**config.mk**
```make
export PLATFORM = sky130hd
export DESIGN_NAME = risc_control_core
export DESIGN_NICKNAME = d
export VERILOG_FILES = /design/src/rtl/risc_control_core_pkg.sv /design/src/rtl/risc_alu.sv /design/src/rtl/risc_control_core.sv
export SDC_FILE = /design/constraint.sdc
export NUM_CORES = 1
export LEC_CHECK = 0
export ABC_AREA = 1
export BUFFER_PORTS_ARGS = -buffer_cell sky130_fd_sc_hd__buf_2
export CORE_ASPECT_RATIO = 1.1
export CORE_MARGIN = 4
export CORE_UTILIZATION = 47
export DETAILED_ROUTE_END_ITERATION = 8
export HOLD_SLACK_MARGIN = 0.1
export PLACE_DENSITY = 0.69
export RECOVER_POWER = 100
export SYNTH_ARGS = -nofsm -noshare
export SYNTH_HDL_FRONTEND = slang
export SYNTH_SLANG_ARGS = --single-unit
```
**constraint.sdc**
```tcl
create_clock -name clk -period 2.9 [get_ports clk]
set_input_delay 0.58 -clock clk [delete_from_list [all_inputs] [get_ports clk]]
set_output_delay 0.58 -clock clk [all_outputs]
set_load 0.01 [all_outputs]
```
**src/rtl/risc_control_core_pkg.sv**
```systemverilog
// rtl/risc_control_core_pkg.sv - shared ISA constants, FSM encoding and decode helper for the MCU core
package risc_control_core_pkg;

    localparam int WORD_SIZE    = 10;
    localparam int ADDRESS_SIZE = 8;
    localparam int REG_WIDTH    = 8;
    localparam int NUM_REGS     = 4;

    // Instruction field positions
    localparam int OPC_MSB  = 9;
    localparam int RS1_LSB  = 4;
    localparam int RS2_LSB  = 2;
    localparam int RD_LSB   = 0;
    localparam int REG_SEL_W = 2;
    localparam int TARGET_W = 7;
    localparam int IMM_W    = 8;

    localparam logic [3:0] OP_ADD   = 4'b0000;
    localparam logic [3:0] OP_SUB   = 4'b0001;
    localparam logic [3:0] OP_AND   = 4'b0010;
    localparam logic [3:0] OP_OR    = 4'b0011;
    localparam logic [3:0] OP_NOT   = 4'b0100;
    localparam logic [4:0] OP_SIZ   = 5'b01010;
    localparam logic [4:0] OP_NOP   = 5'b01011;
    localparam logic [2:0] OP_JUMP  = 3'b011;
    localparam logic [2:0] OP_STORE = 3'b100;
    localparam logic [2:0] OP_LOAD  = 3'b101;
    localparam logic [1:0] OP_SAVE  = 2'b11;

    typedef enum logic [1:0] {
        S_FETCH = 2'd0,
        S_EXEC  = 2'd1,
        S_MEM   = 2'd2
    } state_t;

    typedef enum logic [2:0] {
        C_ALU   = 3'd0,
        C_SIZ   = 3'd1,
        C_NOP   = 3'd2,
        C_JUMP  = 3'd3,
        C_STORE = 3'd4,
        C_LOAD  = 3'd5,
        C_SAVE  = 3'd6
    } iclass_t;

    // Every 10-bit pattern maps to some class; the ALU class absorbs [9:6]=0000..0100.
    function automatic iclass_t decode_class(input logic [WORD_SIZE-1:0] ir);
        iclass_t cls;
        if (ir[9:8] == OP_SAVE)       cls = C_SAVE;
        else if (ir[9:7] == OP_LOAD)  cls = C_LOAD;
        else if (ir[9:7] == OP_STORE) cls = C_STORE;
        else if (ir[9:7] == OP_JUMP)  cls = C_JUMP;
        else if (ir[9:5] == OP_SIZ)   cls = C_SIZ;
        else if (ir[9:5] == OP_NOP)   cls = C_NOP;
        else                          cls = C_ALU;
        return cls;
    endfunction

endpackage

```
**src/rtl/risc_alu.sv**
```systemverilog
// rtl/risc_alu.sv - combinational ALU: ADD/SUB/AND/OR/NOT with zero detect
module risc_alu
    import risc_control_core_pkg::*;
#(
    parameter int width = REG_WIDTH
) (
    input  logic [3:0]       op,
    input  logic [width-1:0] a,
    input  logic [width-1:0] b,
    output logic [width-1:0] result,
    output logic             zero
);

    always_comb begin
        case (op)
            OP_ADD:  result = a + b;
            OP_SUB:  result = a - b;
            OP_AND:  result = a & b;
            OP_OR:   result = a | b;
            default: result = ~a;
        endcase
        zero = (result == '0);
    end

endmodule

```
**src/rtl/risc_control_core.sv**
```systemverilog
// rtl/risc_control_core.sv - multi-cycle fetch/execute/memory core driving a unified 256x10 memory
module risc_control_core
    import risc_control_core_pkg::*;
#(
    parameter int word_size    = WORD_SIZE,
    parameter int address_size = ADDRESS_SIZE,
    parameter int reg_width    = REG_WIDTH
) (
    input  logic                    clk,
    input  logic                    rst,
    input  logic                    run,
    output logic [address_size-1:0] mem_address,
    output logic [word_size-1:0]    mem_wdata,
    output logic                    mem_write,
    input  logic [word_size-1:0]    mem_rdata,
    output logic [address_size-1:0] pc_out,
    output logic [reg_width-1:0]    r0_out,
    output logic                    zero_out,
    output logic                    retire
);

    state_t                  state_q, state_d;
    logic [address_size-1:0] pc_q, pc_d;
    logic [word_size-1:0]    ir_q, ir_d;
    logic [reg_width-1:0]    regs_q [NUM_REGS];
    logic [reg_width-1:0]    regs_d [NUM_REGS];
    logic                    zero_q, zero_d;
    logic                    mem_write_q, mem_write_d;
    logic                    retire_q, retire_d;

    logic [address_size-1:0] pc_inc1, pc_inc2, mem_target;
    iclass_t                 cur_class, fetch_class;
    logic [reg_width-1:0]    alu_a, alu_b, alu_result;
    logic                    alu_zero;

    assign pc_inc1     = pc_q + address_size'(1);
    assign pc_inc2     = pc_q + address_size'(2);
    assign mem_target  = address_size'(ir_q[TARGET_W-1:0]);
    assign cur_class   = decode_class(ir_q);
    assign fetch_class = decode_class(mem_rdata);

    assign alu_a = regs_q[ir_q[RS1_LSB +: REG_SEL_W]];
    assign alu_b = regs_q[ir_q[RS2_LSB +: REG_SEL_W]];

    risc_alu #(
        .width (reg_width)
    ) u_alu (
        .op     (ir_q[OPC_MSB -: 4]),
        .a      (alu_a),
        .b      (alu_b),
        .result (alu_result),
        .zero   (alu_zero)
    );

    // Memory-facing outputs depend only on registered state, never on mem_rdata.
    assign mem_address = (state_q == S_MEM) ? mem_target : pc_q;
    assign mem_wdata   = {{(word_size-reg_width){1'b0}}, regs_q[0]};
    assign mem_write   = mem_write_q;
    assign retire      = retire_q;
    assign pc_out      = pc_q;
    assign r0_out      = regs_q[0];
    assign zero_out    = zero_q;

    always_comb begin
        state_d     = state_q;
        pc_d        = pc_q;
        ir_d        = ir_q;
        regs_d      = regs_q;
        zero_d      = zero_q;
        mem_write_d = 1'b0;
        retire_d    = 1'b0;

        case (state_q)
            S_FETCH: begin
                if (run) begin
                    ir_d     = mem_rdata;
                    state_d  = S_EXEC;
                    // Two-cycle instructions retire in EXEC, so the pulse is armed now.
                    retire_d = (fetch_class != C_LOAD) && (fetch_class != C_STORE);
                end
            end
            S_EXEC: begin
                state_d = S_FETCH;
                pc_d    = pc_inc1;
                case (cur_class)
                    C_ALU: begin
                        regs_d[ir_q[RD_LSB +: REG_SEL_W]] = alu_result;
                        zero_d = alu_zero;
                    end
                    C_SAVE:  regs_d[0] = ir_q[IMM_W-1:0];
                    C_SIZ:   pc_d = zero_q ? pc_inc2 : pc_inc1;
                    C_JUMP:  pc_d = mem_target;
                    C_LOAD, C_STORE: begin
                        state_d     = S_MEM;
                        pc_d        = pc_q;
                        retire_d    = 1'b1;
                        mem_write_d = (cur_class == C_STORE);
                    end
                    default: ;
                endcase
            end
            S_MEM: begin
                if (cur_class == C_LOAD) begin
                    regs_d[0] = mem_rdata[reg_width-1:0];
                end
                pc_d    = pc_inc1;
                state_d = S_FETCH;
            end
            default: state_d = S_FETCH;
        endcase
    end

    always_ff @(posedge clk or posedge rst) begin
        if (rst) begin
            state_q     <= S_FETCH;
            pc_q        <= '0;
            ir_q        <= '0;
            zero_q      <= 1'b0;
            mem_write_q <= 1'b0;
            retire_q    <= 1'b0;
            for (int i = 0; i < NUM_REGS; i++) begin
                regs_q[i] <= '0;
            end
        end else begin
            state_q     <= state_d;
            pc_q        <= pc_d;
            ir_q        <= ir_d;
            zero_q      <= zero_d;
            mem_write_q <= mem_write_d;
            retire_q    <= retire_d;
            regs_q      <= regs_d;
        end
    end

endmodule
```
# After elaboration in Yosys (flattened, before gate mapping)
# Cells that the tools add are included.
[op_classes]
n_bitwise = 6
reduce_logical = 12
mux = 37
n_lt_le_gt_ge = 4
add_sub_neg = 4
eq_ne = 28
[ops]
columns = ["operator", "count"]
rows = [
  ["two-way mux 8 bit", 8],
  ["one-hot mux 8 bit (2 select lines)", 3],
  ["binary-select mux 8 bit (select 2 bit)", 2],
  ["bitwise mux 32 bit", 1],
  ["one-hot mux 8 bit (4 select lines)", 1],
  ["one-hot mux 8 bit (3 select lines)", 1],
  ["equality test 3 bit (second input constant)", 7],
  ["equality test 5 x 4 -> 1 bit (second input constant)", 4],
  ["two-way mux 3 bit", 6],
  ["demux 8 bit (select 2 bit)", 1],
  ["two-way mux 2 bit", 8],
  ["equality test 3 x 2 -> 1 bit (second input constant)", 3],
  ["greater-or-equal comparator 3 bit (second input constant)", 3],
  ["inverter 2 -> 3 bit", 3],
  ["adder 8 x 1 -> 8 bit (second input constant)", 1],
  ["adder 8 x 2 -> 8 bit (second input constant)", 1],
  ["adder 8 bit", 1],
  ["AND 8 bit", 1],
  ["equality test 4 x 2 -> 1 bit (second input constant)", 2],
  ["logical NOT 8 bit", 1],
  ["inverter 8 bit", 1],
  ["OR 8 bit", 1],
  ["subtractor 8 bit", 1],
  ["equality test 2 bit (second input constant)", 3],
  ["19 further kinds", 27],
]
[totals]
ff_bits = 55
output_inout_bits = 37
wordCells = 101

# Longest topological paths before layout
# Gate-level depths: netlist (run 1).
[logic_depth]
depth_word = 11
mapped_depth = 24

# By module
# A second synthesis (run 1) with hierarchy kept.
[unflattened]
hier_cells = 654
hier_area_um2 = 4564.4
[by_module_without_submodules]
columns = ["mod", "area_per_inst_um2", "instances", "cells_per_inst", "seq_area_each_um2"]
rows = [
  ["risc_control_core", 3590.9, 1, 475, 1376.3],
  ["risc_alu", 973.4, 1, 179, 0.0],
]

# Least setup slack after synthesis (run 1)
# Ideal clock, no wire load.
[synth_timing]
kind = "register to register"
from = "register ir_q[2]"
to = "register zero_q, in the netlist zero_out"
setup_slack_ns = 0.035
stages_incl_launch_ff = 25
path_buffers = 2
required_time_ns = 2.835
arrival_time_ns = 2.800
synth_period_minus_slack_ns = 2.865
cell_sequence = "dfrtp_1 buf_6 inv_2 buf_6 nand2_1 nand3_1 nand2_2 ha_1 o21ai_0 inv_1 fa_1 nand3b_1 nand2_1 nand2_1 nand2_1 nand2_1 nand2_1 a21oi_1 o21ai_0 nand3_1 clkinv_1 nand3_1 nor2_1 nand2_1 nand2_1"
[synth_via]
elab_chain_len = 7
[synth_lines]
columns = ["item", "line_no", "text"]
rows = [
  ["from (decl)", "risc_control_core.sv:24", "logic [word_size-1:0] ir_q, ir_d;"],
  ["from (signal assigned)", "risc_control_core.sv:127", "ir_q <= ir_d;"],
  ["inverter 2 -> 3 bit (implied by the code) (*)", "risc_control_core.sv:43", "assign alu_b = regs_q[ir_q[RS2_LSB +: REG_SEL_W]];"],
  ["binary-select mux 8 bit (select 2 bit) (*)", "risc_control_core.sv:43", ""],
  ["two-way mux 8 bit (implied by the code) (*) (2 in a row)", "risc_control_core.sv:43", ""],
  ["subtractor 8 bit, or another cell as far along", "risc_alu.sv:17", "OP_SUB: result = a - b;"],
  ["one-hot mux 8 bit (4 select lines) (*)", "risc_alu.sv:15", "case (op)"],
  ["logical NOT 8 bit (*)", "risc_alu.sv:22", "zero = (result == '0);"],
  ["to (signal assigned)", "risc_control_core.sv:128", "zero_q <= zero_d;"],
  ["to (decl)", "risc_control_core.sv:27", "logic zero_q, zero_d;"],
]
# Every way passes the cells marked *; elsewhere a longest branch is shown, timed or not. The select of a mux whose other input is x is not followed.
# A chain may end at the register's enable or synchronous reset.

# Final worst setup path (run 1)
[layout_timing]
from = "register ir_q[2]"
to = "register regs_q (netlist bit r0_out[4])"
[layout_via]
elab_chain_len = 9
[layout_lines]
columns = ["item", "line_no", "text"]
rows = [
  ["inverter 2 -> 3 bit (implied by the code) (*)", "risc_control_core.sv:43", ""],
  ["binary-select mux 8 bit (select 2 bit) (*)", "risc_control_core.sv:43", ""],
  ["two-way mux 8 bit (implied by the code) (*) (2 in a row)", "risc_control_core.sv:43", ""],
  ["subtractor 8 bit, or another cell as far along", "risc_alu.sv:17", ""],
  ["one-hot mux 8 bit (4 select lines) (*)", "risc_alu.sv:15", ""],
  ["bitwise mux 32 bit (*)", "risc_control_core.sv:87", "regs_d[ir_q[RD_LSB +: REG_SEL_W]] = alu_result;"],
  ["one-hot mux 8 bit (2 select lines) (*)", "risc_control_core.sv:85", "case (cur_class)"],
  ["one-hot mux 8 bit (2 select lines) (*)", "risc_control_core.sv:73", "case (state_q)"],
  ["to (signal assigned)", "risc_control_core.sv:131", "regs_q <= regs_d;"],
  ["to (decl)", "risc_control_core.sv:25", "logic [reg_width-1:0] regs_q [NUM_REGS];"],
]
# Marks and branches as above.

==> reports/qor.csv, run 1 <==
metric,value,unit
Critical Path Fanout Max,6,
Mapped Cells,641,
cell area after placement,4880,µm²
WS Path Type,reg2reg,
clock root cell,clkbuf_8,
CP endpoint kind,flop,
Remaining DRCs,0,
Final GP Congestion,0.988,
Die Wd,101,µm
Std-Cell Rows,36,
vias in the first global route,4529,
DP Cell Count,806,
Max Cap Viol,0,
Antenna Cells,0,
via/cell ratio,5.59,
Initial DRC Count,361,
Initial DRT Pass Iterations,7,
later-pin clock latency in the skew report,330,ps
total global routing track utilization,25.8,%
Synth Register Bits,55,
status,finished with violations,
ratio of cells with drive above 1 in the final layout,22.9,%
Final Non-Filler Cells,825,
clk slew on worst S/H paths,110,ps
RSZ-0062 raised after global routing,yes,
Max Clock Freq,341,MHz
synthesized cell area,4450,µm²
final net count,739,
Core ar.,9050,µm²
Synth warnings,0,
CTS sink count,55,
initial antenna violation count,0,
WP data arrival,3200,ps
failing checks,setup timing,
Ports,50,
die footprint,11100,µm²
WHS,510,ps
die extent in y,110,µm
setup TNS,-118,ps
HPWL Detailed,10400,µm
Fin Clk Skew,13.8,ps
Slew @ Worst Pin,1440,ps
grt ovf,0,
Hold Crit Class,in2reg,
Worst setup SP type,flop,
CTS Buf Count,5,
I/O Buffers,47,
Post-synth EDFFs,0,
Routed WL per cell,17.0,µm
"commonest non-fill, non-tap cells in the layout","147 x nand2_1, 67 x inv_1, 54 x dfrtp_1",
post-route cell area,5200,µm²
Initial Util,49.1,%
Setup WS post-layout,-34.0,ps
first-pass GRT wire length,22600,µm
"commonest non-fill, non-tap cell in the layout",nand2_1,
Final period util,101,%
Post-synth ARST share,100,%
Routed Antenna Nets,0,
DRT Wirelength,14000,µm
H-tree depth,2,
largest net degree at the start of global routing,56,
Netlist cell types,46,
count of pins over their slew limit,0,
Most used DFF post-synth,dfrtp_1,
required time of the worst setup path,3170,ps
crit path time final,2930,ps
endpoints failing setup,7,
syn_area_per_cell,6.94,µm²
CTS tree,done,
cts hold-fix bufs,0,
final hold viol count,0,
Clock Path Buffers,2,
Area Overhead vs Synth,16.8,%
register area share after synthesis,30.9,%
Vias,4612,
Slew HR,3.75,%
-- area by class of cell --
cell class	instances	area (µm²)
multi-input cells	462	2620
well taps	114	143
repair buffers	102	641
fillers	866	3850
clock inverters	2	20.0
inverters	84	319
clock buffers	6	82.6
flip-flops and latches	55	1380
-- logic make-up after synthesis --
kind of cell	after synthesis	share of synthesized area, %
simple gates	266	26.5
compound gates	162	21.0
buf+inv	125	13.7
flops	55	30.9
xor+xnor	16	3.15
fa+ha+maj	16	4.67
other cells	1	0.0843
-- stage by stage --
stage	setup slack (ps)	utilization (%)
6_report	-34.0	57.4
5_1_grt	-191	57.4
3_5_place_dp	-140	53.9
2_1_floorplan	34.9	-
3_3_place_gp	-76.6	53.9
4_1_cts	1.23	55.6
-- sequential cells by signal (all words and copies together) (netlist names) --
signal / count
ir_q: 10
retire: 1
state_q: 2
mem_write: 1
zero_out: 1
pc_out: 8
regs_q: 24
r0_out: 8
-- critical path, stage by stage, from the launching register on --
cell and delay (ps):
dfrtp_1 450, inv_2 160, buf_6 150, nand2_2 50, nand3_2 60, nand2_2 70, buf_6 120, buf_4 140
xnor2_1 120, ha_1 350, a21oi_2 190, nand2_2 80, a21oi_1 140, o21ai_0 110, o211ai_1 260, nand2_1 100
o211ai_1 100, o211ai_1 130, o21ai_1 90
-- layer usage --
layer | GRT usage, % | up-vias | wire [µm]
met5 | 0 | - | 0
met3 | 4.34 | 39 | 784
li1 | - | 2217 | -
met4 | 11.7 | 0 | 487
met1 | 31.5 | 2163 | 5690
met2 | 44.6 | 193 | 7050
-- Yosys cell counts (3+ instances only) --
master / n / area, µm²
inv_1: 67 / 251
a31oi_1: 7 / 43.8
a21oi_2: 3 / 26.3
xnor2_1: 4 / 35.0
buf_2: 3 / 15.0
a21oi_1: 34 / 170
o211ai_1: 12 / 90.1
o21ai_0: 47 / 235
nand2_1: 161 / 604
buf_6: 6 / 67.6
nand2_2: 8 / 50.1
a22oi_1: 6 / 45.0
nor3_4: 3 / 48.8
nand3_1: 37 / 185
dfrtp_1: 55 / 1380
o22ai_1: 4 / 25.0
nor3_1: 3 / 15.0
o21ai_2: 3 / 26.3
buf_4: 24 / 180
clkbuf_1: 8 / 30.0
o21ai_1: 35 / 175
nor2_1: 42 / 158
xor2_1: 12 / 105
inv_2: 15 / 56.3
ha_1: 15 / 188
nand3b_1: 3 / 22.5
-- path summary, 6_finish.rpt --
| kind | startpoint | end | slack (ps) | depth (start not counted) |
|---|---|---|---|---|
| max | ir_q[2]$_DFFE_PP0P_ | r0_out[4]$_DFFE_PP0P_ | -30 | 18 |
| min | mem_rdata[8] | ir_q[8]$_DFFE_PP0P_ | 510 | 3 |
| max reg2reg | ir_q[2]$_DFFE_PP0P_ | r0_out[4]$_DFFE_PP0P_ | -30 | 18 |
| min reg2reg | regs_q[22]$_DFFE_PP0P_ | regs_q[22]$_DFFE_PP0P_ | 530 | 2 |
| max in group asynchronous | rst | ir_q[8]$_DFFE_PP0P_ | 1230 | 3 |
| min in group asynchronous | rst | ir_q[7]$_DFFE_PP0P_ | 720 | 3 |
-- repair_timing --
action / in CTS / in global routing
setup endpoints to repair: 10 / 18
gates resized for setup: 12 / 60
endpoints found under the hold margin: 0 / 0
pin swaps: 8 / 24
setup buffers: 3 / 8
Power of run 1 is left out: the tool's default activity adds up to more than one toggle a clock period on the data nets, which glitch-free logic cannot reach.
==> run 2, diff against run 1 <==
--- a/config.mk
+++ b/config.mk
@@ -16,4 +16,5 @@
 export RECOVER_POWER = 100
 export SYNTH_ARGS = -nofsm -noshare
 export SYNTH_HDL_FRONTEND = slang
+export SYNTH_HIERARCHICAL = 1
 export SYNTH_SLANG_ARGS = --single-unit
==> reports/qor.csv, run 2 <==
metric,value,unit,change
ratio of cells with drive above 1 in the final layout,28.6,%,was 22.9%
count of pins over their slew limit,0,,unchanged
Initial Util,48.6,%,was 49.1%
"commonest non-fill, non-tap cells in the layout","121 x nand2_1, 73 x nor2_1, 57 x inv_1",,"was 147 x nand2_1, 67 x inv_1, 54 x dfrtp_1"
Core ar.,9400,µm²,was 9050 µm²
Remaining DRCs,0,,unchanged
endpoints failing setup,11,,was 7
Clock Path Buffers,2,,unchanged
Worst setup SP type,flop,,unchanged
Ports,50,,unchanged
DRT Wirelength,13700,µm,was 14000 µm
CTS tree,done,,unchanged
Post-synth ARST share,100,%,unchanged
HPWL Detailed,10000,µm,was 10400 µm
setup TNS,-796,ps,was -118 ps
Initial DRC Count,389,,was 361
total global routing track utilization,24.3,%,was 25.8%
via/cell ratio,5.50,,was 5.59
Hold Crit Class,reg2reg,,was in2reg
Slew HR,17.1,%,was 3.75%
Area Overhead vs Synth,23.7,%,was 16.8%
Regs by FF count,"regs_q x24, ir_q x10",,unchanged
Die Wd,102,µm,was 101 µm
syn_area_per_cell,6.98,µm²,was 6.94 µm²
final net count,772,,was 739
Reg2Reg Depth,20,,was 18
synthesized cell area,4560,µm²,was 4450 µm²
Mapped Cells,654,,was 641
Largest Register,regs_q,,unchanged
WP data arrival,3260,ps,was 3200 ps
Setup WS post-layout,-149,ps,was -34.0 ps
Initial DRT Pass Iterations,5,,was 7
die footprint,11400,µm²,was 11100 µm²
Synth area leaders,"dfrtp_1 30%, nand2_1 11%, nor2_1 6.5%, o21ai_0 6.4%, inv_1 6.0%",,"was dfrtp_1 31%, nand2_1 14%, inv_1 5.7%, o21ai_0 5.3%, ha_1 4.2%"
top-count cell post-synth,nand2_1,,unchanged
Std-Cell Rows,37,,was 36
Synth top cells by count,"136 x nand2_1, 79 x nor2_1, 73 x inv_1, 58 x o21ai_0, 55 x dfrtp_1",,"was 161 x nand2_1, 67 x inv_1, 55 x dfrtp_1, 47 x o21ai_0, 42 x nor2_1"
first-pass GRT wire length,22400,µm,was 22600 µm
H-tree depth,2,,unchanged
register area share after synthesis,30.2,%,was 30.9%
Worst Hold Endpoint,regs_q[12]$_DFFE_PP0P_,,was ir_q[8]$_DFFE_PP0P_
Final period util,105,%,was 101%
Netlist cell types,48,,was 46
CTS Buf Count,5,,unchanged
grt ovf,0,,unchanged
clk slew on worst S/H paths,110,ps,about the same
RSZ-0062 raised after global routing,yes,,unchanged
I/O Buffers,47,,unchanged
Routed Antenna Nets,0,,unchanged
Vias,4734,,was 4612
cts hold-fix bufs,0,,unchanged
status,finished with violations,,unchanged
clock root cell,clkbuf_8,,unchanged
Antenna Cells,0,,unchanged
WS Path Type,reg2reg,,unchanged
later-pin clock latency in the skew report,320,ps,was 330 ps
Synth Register Bits,55,,unchanged
"commonest non-fill, non-tap cell in the layout",nand2_1,,unchanged
initial antenna violation count,0,,unchanged
Hold Path Depth,2,,was 3
max FFs per register,24,,unchanged
crit path time final,3050,ps,was 2930 ps
largest net degree at the start of global routing,31,,was 56
die extent in y,111,µm,was 110 µm
vias in the first global route,4574,,was 4529
worst hold start,regs_q[12]$_DFFE_PP0P_,,was mem_rdata[8]
reg2reg end,r0_out[7]$_DFFE_PP0P_,,was r0_out[4]$_DFFE_PP0P_
post-synth top area share,30.2,%,was 30.9%
Synth warnings,6,,was 0
Post-synth EDFFs,0,,unchanged
Final GP Congestion,0.898,,was 0.988
Max Cap Viol,0,,unchanged
Slew @ Worst Pin,1240,ps,was 1440 ps
CP endpoint kind,flop,,unchanged
Synth area leader,dfrtp_1,,unchanged
Critical Path Fanout Max,7,,was 6
final hold viol count,0,,unchanged
required time of the worst setup path,3110,ps,was 3170 ps
failing checks,setup timing,,unchanged
Fin Clk Skew,12.8,ps,was 13.8 ps
Routed WL per cell,15.9,µm,was 17.0 µm
worst reg-to-reg setup slack,-150,ps,was -30 ps
Max Clock Freq,328,MHz,was 341 MHz
Critical R2R Launch,ir_q[2]$_DFFE_PP0P_,,unchanged
Most used DFF post-synth,dfrtp_1,,unchanged
Layout fillers,856,,was 866
CTS sink count,55,,unchanged
run 2: timing repair:
item / CTS / global route
gates cloned: 0 / 1
setup endpoints to repair: 16 / 24
setup buffers: 5 / 12
pin swaps: 17 / 36
gates resized for setup: 28 / 68
run 2: layer usage:
metal,vias up,global-route usage [%],share of wire (%),routed length (µm)
li1,2300,-,-,-
met1,2231,34.4,44,5980
met2,177,38.5,48,6490
met3,26,3.07,5.9,806
met4,0,7.61,2.7,371
met5,-,0,0,0
run 2: cells by family (layout without fill, tap and decap cells):
kind of cell	Yosys count	after routing	share of synthesized area (%)
AND/OR/NAND/NOR	288	288	28.5
AO/OA/AOI/OAI	150	150	19.4
buffers and inverters	128	217	13.9
flip-flops	55	55	30.2
adder cells (fa/ha/maj)	18	18	5.04
XOR/XNOR	8	8	1.54
multiplexers	6	6	1.34
other	1	2	0.0822
run 2: layout make-up:
type | count | area [µm²] | area share [%]
clock buffer | 6 | 72.6 | 1.29
clock inverter | 2 | 60.1 | 1.06
inverter | 84 | 328 | 5.81
multi-input combinational | 472 | 2850 | 50.5
sequential | 55 | 1380 | 24.4
tap | 117 | 146 | 2.59
timing repair buffer | 124 | 803 | 14.2
timing repair inverter | 1 | 7.51 | 0.133
run 2: worst max-delay path: stages, from the launching register on:
cell and delay (ps):
dfrtp_2 510, buf_8 160, buf_4 150, o21ai_0 90, o22ai_1 460, o31ai_4 90
xnor2_1 170, inv_1 90, ha_4 240, nand2_4 60, inv_2 30, nand2_1 50
nand2_1 50, a21oi_2 120, nand3_1 100, nand3_2 100, nand3b_4 90, inv_4 80
o22ai_2 70, mux2i_1 160, o21ai_1 90
run 2: worst max path at each step:
stage / slack [ps] / from / endpoint / cells past startpoint
floorplan: 5 / ir_q[2]$_DFFE_PP0P_ / r0_out[7]$_DFFE_PP0P_ / 23
global placement: -70 / ir_q[2]$_DFFE_PP0P_ / r0_out[7]$_DFFE_PP0P_ / 19
detailed placement: -190 / ir_q[2]$_DFFE_PP0P_ / r0_out[7]$_DFFE_PP0P_ / 22
CTS: -70 / ir_q[2]$_DFFE_PP0P_ / r0_out[7]$_DFFE_PP0P_ / 20
global route: -370 / ir_q[2]$_DFFE_PP0P_ / r0_out[7]$_DFFE_PP0P_ / 20
finish: -150 / ir_q[2]$_DFFE_PP0P_ / r0_out[7]$_DFFE_PP0P_ / 20
run 2: through the flow:
stage	hold slack, ps	worst slack (ps)	utilization, %	std cells	instance area (µm²)
floorplan	466	5.06	-	655	4630
CTS	371	-67.4	57.4	848	5390
global placement	481	-72.3	54.7	835	5140
global route	505	-373	60.1	861	5640
finish	508	-149	60.1	861	5640
detailed placement	484	-189	54.7	835	5140
Power of run 2 is left out for the same reason.
